## config.mk

```make
export PLATFORM = sky130hd
export DESIGN_NAME = gf180mcu_fd_sc_mcu9t5v0_decap_seq
export DESIGN_NICKNAME = d
export VERILOG_FILES = /design/src/rtl/gf180mcu_fd_sc_mcu9t5v0_decap_seq.sv
export SDC_FILE = /design/constraint.sdc
export NUM_CORES = 1
export LEC_CHECK = 0
export BUFFER_PORTS_ARGS = -buffer_cell sky130_fd_sc_hd__buf_2
export CAP_MARGIN = 20
export CORE_ASPECT_RATIO = 0.7
export CORE_MARGIN = 2
export CORE_UTILIZATION = 38
export DETAILED_ROUTE_END_ITERATION = 8
export PLACE_DENSITY_LB_ADDON = 0.25
export SLEW_MARGIN = 20
export SYNTH_ARGS = -nofsm -noshare
export SYNTH_HDL_FRONTEND = slang
export SYNTH_SLANG_ARGS = --single-unit
```

## constraint.sdc

```tcl
create_clock -name CLK -period 4.1 [get_ports CLK]
set_input_delay 0.205 -clock CLK [delete_from_list [all_inputs] [get_ports CLK]]
set_output_delay 0.205 -clock CLK [all_outputs]
set_load 0.02 [all_outputs]
```

## src/rtl/gf180mcu_fd_sc_mcu9t5v0_decap_seq.sv

```systemverilog
// Staged enable controller for switchable decap segments: ramps a thermometer-coded
// segment mask up/down one bit per STEP_CYC cycles. Optional HOLD port via GF180MCU_DECAP_SEQ_HOLD_EN.
module gf180mcu_fd_sc_mcu9t5v0_decap_seq #(
    parameter int NSEG     = 8,
    parameter int STEP_CYC = 16
) (
`ifdef USE_POWER_PINS
    inout  wire             VDD,
    inout  wire             VSS,
`endif
    input  logic            CLK,
    input  logic            RN,
    input  logic            EN,
`ifdef GF180MCU_DECAP_SEQ_HOLD_EN
    input  logic            HOLD,
`endif
    output logic [NSEG-1:0] SEG,
    output logic            DONE,
    output logic            BUSY,
    output logic [1:0]      dbg_state
);

    localparam int CW = (STEP_CYC > 1) ? $clog2(STEP_CYC) : 1;
    localparam logic [CW-1:0] LAST = CW'(STEP_CYC - 1);

    typedef enum logic [1:0] {
        IDLE    = 2'd0,
        RAMP_UP = 2'd1,
        ON      = 2'd2,
        RAMP_DN = 2'd3
    } state_t;

    state_t          state;
    state_t          state_n;
    logic [CW-1:0]   cnt;
    logic [CW-1:0]   cnt_n;
    logic [NSEG-1:0] seg_n;
    logic [NSEG-1:0] seg_up;
    logic [NSEG-1:0] seg_dn;
    logic            done_n;
    logic            up_full;
    logic            dn_empty;
    logic            step;
    logic            hold;

`ifdef GF180MCU_DECAP_SEQ_HOLD_EN
    assign hold = HOLD;
`else
    assign hold = 1'b0;
`endif

    // Thermometer code makes "set next bit" a shift-in of 1 and "clear top bit" a shift right.
    assign seg_up   = (SEG << 1) | NSEG'(1);
    assign seg_dn   = SEG >> 1;
    assign up_full  = &seg_up;
    assign dn_empty = (seg_dn == '0);
    assign step     = (cnt == LAST);

    assign dbg_state = state;

    always_comb begin
        state_n = state;
        seg_n   = SEG;
        cnt_n   = cnt;
        done_n  = DONE;
        if (!hold) begin
            unique case (state)
                IDLE: begin
                    if (EN) begin
                        seg_n = seg_up;
                        cnt_n = '0;
                        if (up_full) begin
                            state_n = ON;
                            done_n  = 1'b1;
                        end else begin
                            state_n = RAMP_UP;
                        end
                    end
                end
                RAMP_UP: begin
                    if (!EN) begin
                        seg_n   = seg_dn;
                        cnt_n   = '0;
                        state_n = dn_empty ? IDLE : RAMP_DN;
                    end else if (step) begin
                        seg_n = seg_up;
                        cnt_n = '0;
                        if (up_full) begin
                            state_n = ON;
                            done_n  = 1'b1;
                        end
                    end else begin
                        cnt_n = cnt + CW'(1);
                    end
                end
                ON: begin
                    if (!EN) begin
                        seg_n   = seg_dn;
                        cnt_n   = '0;
                        done_n  = 1'b0;
                        state_n = dn_empty ? IDLE : RAMP_DN;
                    end
                end
                RAMP_DN: begin
                    if (EN) begin
                        seg_n = seg_up;
                        cnt_n = '0;
                        if (up_full) begin
                            state_n = ON;
                            done_n  = 1'b1;
                        end else begin
                            state_n = RAMP_UP;
                        end
                    end else if (step) begin
                        seg_n = seg_dn;
                        cnt_n = '0;
                        if (dn_empty) begin
                            state_n = IDLE;
                        end
                    end else begin
                        cnt_n = cnt + CW'(1);
                    end
                end
                default: begin
                    state_n = IDLE;
                    seg_n   = '0;
                    cnt_n   = '0;
                    done_n  = 1'b0;
                end
            endcase
        end
    end

    // BUSY is registered from the next state so it tracks the ramp states exactly.
    always_ff @(posedge CLK or negedge RN) begin
        if (!RN) begin
            state <= IDLE;
            SEG   <= '0;
            cnt   <= '0;
            DONE  <= 1'b0;
            BUSY  <= 1'b0;
        end else begin
            state <= state_n;
            SEG   <= seg_n;
            cnt   <= cnt_n;
            DONE  <= done_n;
            BUSY  <= (state_n == RAMP_UP) || (state_n == RAMP_DN);
        end
    end

endmodule

```

# == Yosys cells after proc, flatten, opt, wreduce, memory -nomap -nowiden ==
# Cells that the tools add are included.
# word_totals
latchBits,0
regBits,16
out_inout_bits,12
rom_bits,0
n_memories,0
mem_bits_rw,0
# op_classes
eq_ne,13
shift,0
n_addsub,1
magnitude_cmp,0
n_bitwise,0
n_mux,30
n_div,0
n_reduce_logical,8
n_mul,0
# op_table
operator,count
$mux W8,6
$pmux W8 S4,1
$mux W2,10
$mux W4,5
$pmux W4 S4,1
$logic_not A8 Y1,1
$ne A2 B2 Y1 const B,4
$pmux W2 S4,1
$reduce_and A4 Y1,2
$reduce_and A7 Y1,1
$eq A2 B2 Y1 const B,3
$ne A3 B3 Y1 const B,2
$mux W1,5
$add A4 B1 Y4 const B,1
$eq A2 B1 Y1 const B,2
$eq A4 B4 Y1 const B,1
$pmux W1 S3,1
$logic_not A2 Y1,1
$ne A2 B1 Y1 const B,1
$reduce_and A2 Y1,1
$reduce_or A2 Y1,1
$logic_or A1 B1 Y1,1

# == Longest topological paths before layout ==
# Gate-level depths: netlist of the first run.
# depth
ltp_word,7
mapped_depth,7
ltp_nobuf,6

# == Worst setup path after synthesis of the first run ==
# No wires, ideal clock.
# synth_path
kind,reg2reg
start,reg (tool-made name)
end,reg SEG[1]
arrival_time_ps,1682
path_buffers,0
setup_ps,131
period_less_slack_ps,1812
setup_slack_ps,2288
stages_incl_launch_ff,7
cell_sequence,dfrtp_1 > inv_1 > ha_1 > mux2_2 > o21bai_4 > a221oi_1 > a21oi_1
# synth_lines
element,line,rtl
end signal: assignment,144,SEG <= seg_n;
end: declaration,17,"output logic [NSEG-1:0] SEG,"

==> results of run 1 <==
## worst register-to-register path: stages, from the launching register on
cell and delay, ns:
dfrtp_1 0.44, inv_1 0.11, ha_1 0.27, mux2_2 0.36, o21bai_4 0.27, a221oi_1 0.25, a21oi_1 0.06
## per-stage QoR
stage / util [%] / power, W
after floorplan: - / 0.0007120
after global placement: 43.33 / 0.0008147
after detailed placement: 43.33 / 0.0008303
after CTS: 45.56 / 0.0009552
after global routing: 45.56 / 0.001034
final: 45.56 / 0.0009501
## layer usage
layer / GRT usage (%) / vias up
met5: 0 / -
met4: 3.750 / 0
met3: 5.623 / 2
met2: 24.95 / 17
met1: 20.80 / 398
li1: - / 405
## cells in the final DEF (no fill, tap or decap), drive strengths merged, types with 3 or more instances in the layout
cell	Yosys	routed
clkbuf	0	4
a21oi	6	6
nand2	11	11
ha	6	6
nor2	6	6
a22oi	5	5
nand3	3	3
buf	3	14
inv	6	6
dfrtp	15	15
o21ai	11	11
nor4	3	3
## kinds of logic after synthesis
group | Yosys count | synth area share, %
adders and majority gates | 6 | 7.576
muxes | 2 | 3.409
DFF | 15 | 37.88
and+or+nand+nor | 32 | 19.19
AOI/OAI and AO/OA | 36 | 26.64
buffers and inverters | 9 | 5.303
## worst max-delay path by stage
stage                 startpoint  endpoint  slack [ns]  cells after the start
floorplan              flip-flop    SEG[1]        2.29                      6
global placement       flip-flop    SEG[1]        2.30                      6
detailed placement     flip-flop    SEG[1]        2.22                      6
CTS                    flip-flop    SEG[1]        2.21                      6
global route        dbg_state[1]    SEG[1]        2.06                      6
finish                 flip-flop    SEG[1]        2.22                      6
## final cells by class
type	instances	area share [%]
multi-input cells	76	49.89
clock buffers	4	3.991
well taps	34	3.769
flip-flops and latches	15	33.26
inverters	6	1.996
repair buffers	15	7.095
## cell usage after synthesis (all sizes together)
| master | instances |
|---|---|
| nand3b | 1 |
| o311ai | 1 |
| nand2b | 1 |
| mux2i | 1 |
| nand3 | 3 |
| nand4 | 1 |
| o41ai | 1 |
| nand2 | 11 |
| a2111oi | 1 |
| o21ai | 11 |
| a21oi | 6 |
| a22o | 1 |
| nor2b | 1 |
| o211ai | 2 |
| nor3 | 1 |
| nor3b | 1 |
| and4 | 2 |
| ha | 6 |
| a41oi | 1 |
| a221oi | 2 |
| a211oi | 1 |
| nor4 | 3 |
| buf | 3 |
| a21o | 1 |
| inv | 6 |
| dfrtp | 15 |
| a22oi | 5 |
| mux2 | 1 |
| a31oi | 1 |
| o21bai | 2 |
| and3 | 1 |
| nor2 | 6 |
## sequential cells by signal, summed over array words and instances, names as in the netlist, named ones only
name	flops
dbg_state	1
cnt	4
SEG	8
DONE	1
## power by group through the flow
| stage | sequential (W) | clock [W] | combinational, W |
|---|---|---|---|
| 2_1_floorplan | 0.000330 | 0 | 0.000382 |
| 3_3_place_gp | 0.000289 | 0 | 0.000526 |
| 3_5_place_dp | 0.000290 | 0 | 0.000540 |
| 4_1_cts | 0.000288 | 0.000127 | 0.000541 |
| 5_1_grt | 0.000301 | 0.000133 | 0.000599 |
| 6_report | 0.000288 | 0.000123 | 0.000539 |
## what timing repair did
action                     in CTS  in global routing
hold endpoints to repair       15                  0
hold buffers                    1                  0
setup endpoints to repair       0                  0
==> results.cfg, run 1 <==
[status]
status = finished, final reports clean

[die]
ios = 15
die_h_um = 46.73
die_w_um = 65.04
initial_core_util_pct = 40.00
rows = 15
die_area_um2 = 3039
core-area_um2 = 2477

[placement]
dp_slack_ns = 2.220
dp_cells = 145
hpwl_um = 1613
placed_cell_area_um2 = 1074
place.gp.congestion = 0.8043
portBuffers = 14

[critical_path]
crit_family = compound AO/OA/AOI/OAI gates
worstPathBufferInverterCount = 1
cpPeakStageDelay_ns = 0.44
path_class = reg -> reg
crit_path_end_kind = flip-flop
r2r-end = SEG[1]
crit_path_max_fanout = 16
cp.required_ns = 4.23
crit_chain = inv_1, ha_1, mux2_2, o21bai_4, a221oi_1, a21oi_1
r2r_cells = 6
critPathLaunchType = flip-flop
cpMaxStageDelayCell = dfrtp_1
r2r_setup_slack_ns = 2.22
arrival_ns = 2.01

[global_route]
antenna_found_initial = 0
track_usage_pct = 15.66
grt_pass1_wl_um = 3519
first_global_vias = 718
grt_overflow = 0
grt_max_degree = 17

[sta]
fin_hold_ws_ns = 0.3735
max_freq_mhz = 531.5
hold_viol = 0
finalCriticalPeriod_ns = 1.881
slew_headroom_pct = 76.65
setup_violations = 0
timing.final.crit_share_pct = 45.89
setup_ws_ns = 2.219
tightest_slew_ns = 0.3414
slew_violations = 0
rsz0062_at_grt = false
setup-tns-final_ns = 0
skew_ns = 0.006753

[finish]
area_growth_pct = 13.89
multi_input_area_um2 = 563.0
fin_nets = 126
antenna_cells_inserted = 0
drive_gt1_share_pct = 21.55
regArea_um2 = 375.4
finalNonFillerCells = 150
final_design_area_no_fill_um2 = 1129
n_fill_cell = 242

[hold_path]
worstHoldStart = EN
hold_class = in -> reg
min_to = dbg_state[1]
worstHoldPathCells = 2

[routing]
drc_errors = 0
via_per_inst = 5.480
routed-wl-met2_um = 1032
wl_met1_um = 1041
route.met3.wl_um = 109
drt_pass1_iterations = 4
drtAntennaViolNets = 0
dr.max_layer_used = met4
vias = 822
routedWlPerCell_um = 14.64
drt-total-wl_um = 2196
drtIter0Drc = 59

[power]
pwr-share-clk_pct = 12.9
power.internal_w = 0.0004746
p_per_area_nw_per_um2 = 841.8
swShare_pct = 50.05
p_leak_nw = 0.5036
p_sw_w = 0.0004755
pwr-share-comb_pct = 56.8
irDropWorstVdd_mv = 0.2355
p_seq_share_pct = 30.3

[clock_network]
clk_latency_ns = 0.25
cts_buffer_depth = 2
cts.sinks = 15
path_clk_slew_ns = 0.07
cts_setup_buffers = 0
clockRootBuffer = clkbuf_8
cts_buffers = 3
htree_levels = 1
cts_tree = yes
cts_resized = 0

[job]
maxCapViolCount = 0

[synthesis]
syn_avg_cell_area_um2 = 9.910
synth_top_cells_by_area = dfrtp_1 38%, ha_1 7.6%, nor4_4 4.3%, nand2_1 4.2%, o21ai_0 4.0%
synth.ff_latch_count = 15
yosys.area.top_type = dfrtp_1
ys_seq_area_share_pct = 37.88
ys_types = 38
netlist_area_um2 = 991.0
synth_top_area_share_pct = 37.88
syn_inst = 100
ys_warn_count = 0
syn-num-nets = 109
Note: power is estimated with default switching activity, not from simulation.
==> inputs of run 2 (changes only) <==
--- a/config.mk
+++ b/config.mk
@@ -5,6 +5,7 @@
 export SDC_FILE = /design/constraint.sdc
 export NUM_CORES = 1
 export LEC_CHECK = 0
+export ABC_AREA = 1
 export BUFFER_PORTS_ARGS = -buffer_cell sky130_fd_sc_hd__buf_2
 export CAP_MARGIN = 20
 export CORE_ASPECT_RATIO = 0.7
==> constraint.sdc (replaced) <==
create_clock -name CLK -period 1.7 [get_ports CLK]
set_input_delay 0.085 -clock CLK [delete_from_list [all_inputs] [get_ports CLK]]
set_output_delay 0.085 -clock CLK [all_outputs]
set_load 0.02 [all_outputs]
==> run 2 against run 1 <==
  * Combinational power is 120% higher
  * Sequential share of layout area is 1.9 points lower
  * Wire length is 1.2% lower
  * Non-clock buffer count grew 1
  * Flip-flop and latch count unchanged
  * Critical endpoint is now SEG[7]
==> results.cfg, run 2 <==
[routing]
routedWlPerCell_um = 11.12
drt_pass1_iterations = 4
drtAntennaViolNets = 0
via_per_inst = 4.723
drt-total-wl_um = 2169
drtIter0Drc = 31
drc_errors = 0
vias = 921

[finish]
multi_input_area_um2 = 569.3
regArea_um2 = 376.6
largest_registers = SEG: 8 flops, cnt: 4 flops
n_fill_cell = 263
layout_common_cells = 50 x nand2_1, 16 x inv_1, 14 x dfrtp_1, 14 x buf_2
fin_nets = 171
final_common_cell = nand2_1
antenna_cells_inserted = 0
drive_gt1_share_pct = 21.74
final_design_area_no_fill_um2 = 1201
area_growth_pct = 16.08
regMostFlops = SEG
largest_register_ffs = 8

[sta]
setup_violations = 0
setup-tns-final_ns = 0
timing.final.crit_share_pct = 92.09
skew_ns = 0.004210
slew_violations = 0
finalCriticalPeriod_ns = 1.565
rsz0062_at_grt = false
slew_headroom_pct = 76.05
max_freq_mhz = 638.8
tightest_slew_ns = 0.3592
setup_ws_ns = 0.1345
hold_viol = 0

[power]
p_leak_nw = 0.6218
p_seq_share_pct = 30.5
p_per_area_nw_per_um2 = 1790
pwr-share-comb_pct = 55.6
irDropWorstVdd_mv = 0.8065
swShare_pct = 49.70
power.internal_w = 0.001082
p_sw_w = 0.001069
pwr-share-clk_pct = 13.8

[synthesis]
ys.flop_type = dfrtp_1
synth-async-reset-ratio_pct = 100.0
yosysMostFrequentCell = nand2_1
synth_top_area_share_pct = 36.28
ys_seq_area_share_pct = 36.28
synth.ff_latch_count = 15
ys_warn_count = 0
synth_edf_count = 0
synth_top_cells_by_area = dfrtp_1 36%, nand2_1 18%, ha_1 7.3%, o21ai_0 6.3%, inv_1 5.8%
netlist_area_um2 = 1035
syn-num-nets = 153
syn_inst = 144
yosys.area.top_type = dfrtp_1
ys_types = 22
syn_avg_cell_area_um2 = 7.186
synth_common_cells = 50 x nand2_1, 16 x inv_1, 15 x dfrtp_1

[clock_network]
cts_buffer_depth = 2
cts_buffers = 3
clockRootBuffer = clkbuf_8
cts.sinks = 15
htree_levels = 1
clk_latency_ns = 0.25
path_clk_slew_ns = 0.07
cts_tree = yes

[global_route]
grt_overflow = 0
grt_max_degree = 16
track_usage_pct = 15.79
first_global_vias = 807
antenna_found_initial = 0
grt_pass1_wl_um = 3636

[critical_path]
arrival_ns = 1.71
r2r-end = SEG[7]
cp.required_ns = 1.85
crit_path_end_kind = flip-flop
endpoint = SEG[7]
critPathLaunchType = flip-flop
r2r_cells = 10
crit_start = dbg_state[1]
cpPeakStageDelay_ns = 0.44
r2r_setup_slack_ns = 0.13
cpMaxStageDelayCell = dfrtp_2
crit_path_max_fanout = 11
path_class = reg -> reg
reg2reg_from = dbg_state[1]
crit_chain = inv_1, ha_1, inv_1, nand2_1, o21ai_2, nor2_2, nor2_4, buf_12, nand3_1, o21ai_2

[placement]
placed_cell_area_um2 = 1137
dp_slack_ns = 0.07316
hpwl_um = 1662
place.gp.congestion = 0.8717
portBuffers = 14

[die]
core-area_um2 = 2515
initial_core_util_pct = 41.14
die_h_um = 47.66
ios = 15
die_area_um2 = 3163
die_w_um = 66.37
rows = 15

[job]
maxCapViolCount = 0

[status]
status = finished, final reports clean

[hold_path]
hold_class = in -> async
==> run 2: cell types whose count changed in the layout (fill, tap and decap cells not counted), sizes merged, moves of 3 or more <==
cell,change
nor4,-3
a21oi,-4
nor2,+11
o21ai,+7
inv,+11
a22oi,-5
nand3,+4
nand2,+43
==> run 2: layout make-up <==
| type | instances | share of cell area (%) |
|---|---|---|
| Timing Repair Buffer | 16 | 8.333 |
| Tap cell | 34 | 3.542 |
| Inverter | 17 | 5.521 |
| Sequential cell | 15 | 31.35 |
| Clock inverter | 1 | 0.4167 |
| Clock buffer | 3 | 3.438 |
| Multi-Input combinational cell | 109 | 47.40 |
==> run 2: stage by stage <==
| step | power [W] | hold WS [ns] | util, % | instances |
|---|---|---|---|---|
| 2_1_floorplan | 0.001525 | -0.2106 | - | 144 |
| 3_3_place_gp | 0.001833 | 0.01469 | 45.22 | 190 |
| 3_5_place_dp | 0.001843 | 0.01802 | 45.22 | 190 |
| 4_1_cts | 0.002164 | 0.2702 | 47.46 | 195 |
| 5_1_grt | 0.002357 | 0.3180 | 47.76 | 195 |
| 6_report | 0.002150 | 0.2710 | 47.76 | 195 |
==> run 2: worst max-delay path, delay by kind of cell (launching register included) <==
family	cells	cell delay [ns]
buffers and inverters	3	0.33
flip-flops	1	0.44
adder cells (fa/ha/maj)	1	0.20
AO/OA/AOI/OAI	2	0.13
AND/OR/NAND/NOR	4	0.37
==> run 2: layer usage <==
layer	up-vias	share of wire, %	GRT usage, %
li1	485	-	-
met4	0	1.2	4.898
met3	4	4.3	4.941
met5	-	0	0
met1	409	51	20.84
met2	23	43	25.40
==> run 2: how the worst min path moves through the flow <==
stage | start | cells past startpoint | slack (ns) | to
after floorplan | RN | 0 | -0.21 | DONE
after global placement | RN | 1 | 0.01 | SEG[2]
after detailed placement | RN | 1 | 0.02 | SEG[2]
after CTS | RN | 2 | 0.27 | SEG[3]
after global routing | RN | 2 | 0.32 | SEG[3]
final | RN | 2 | 0.27 | SEG[3]
==> run 2: cells by family (layout without fill, tap and decap cells) <==
logic type,Yosys count,count (layout),share of synthesized area [%]
AND/OR/NAND/NOR,79,79,33.13
flip-flops,15,15,36.28
AO/OA/AOI/OAI,23,23,13.18
adder cells (fa/ha/maj),6,6,7.255
XOR/XNOR,1,1,0.8466
buffers and inverters,20,37,9.311
==> run 2: timing repair <==
item                                   in CTS  in global routing
setup endpoints to repair                   0                  8
endpoints found under the hold margin      15                  0
setup buffers                               0                  0
hold buffers                                1                  0
gates resized for setup                     0                  3
==> run 2: power groups by stage <==
stage | Sequential, W | Combinational, W | Clock, W
5_1_grt | 0.000680 | 0.00134 | 0.000334
4_1_cts | 0.000654 | 0.00119 | 0.000317
6_report | 0.000656 | 0.00120 | 0.000298
2_1_floorplan | 0.000764 | 0.000761 | 0
3_5_place_dp | 0.000658 | 0.00118 | 0
3_3_place_gp | 0.000655 | 0.00118 | 0
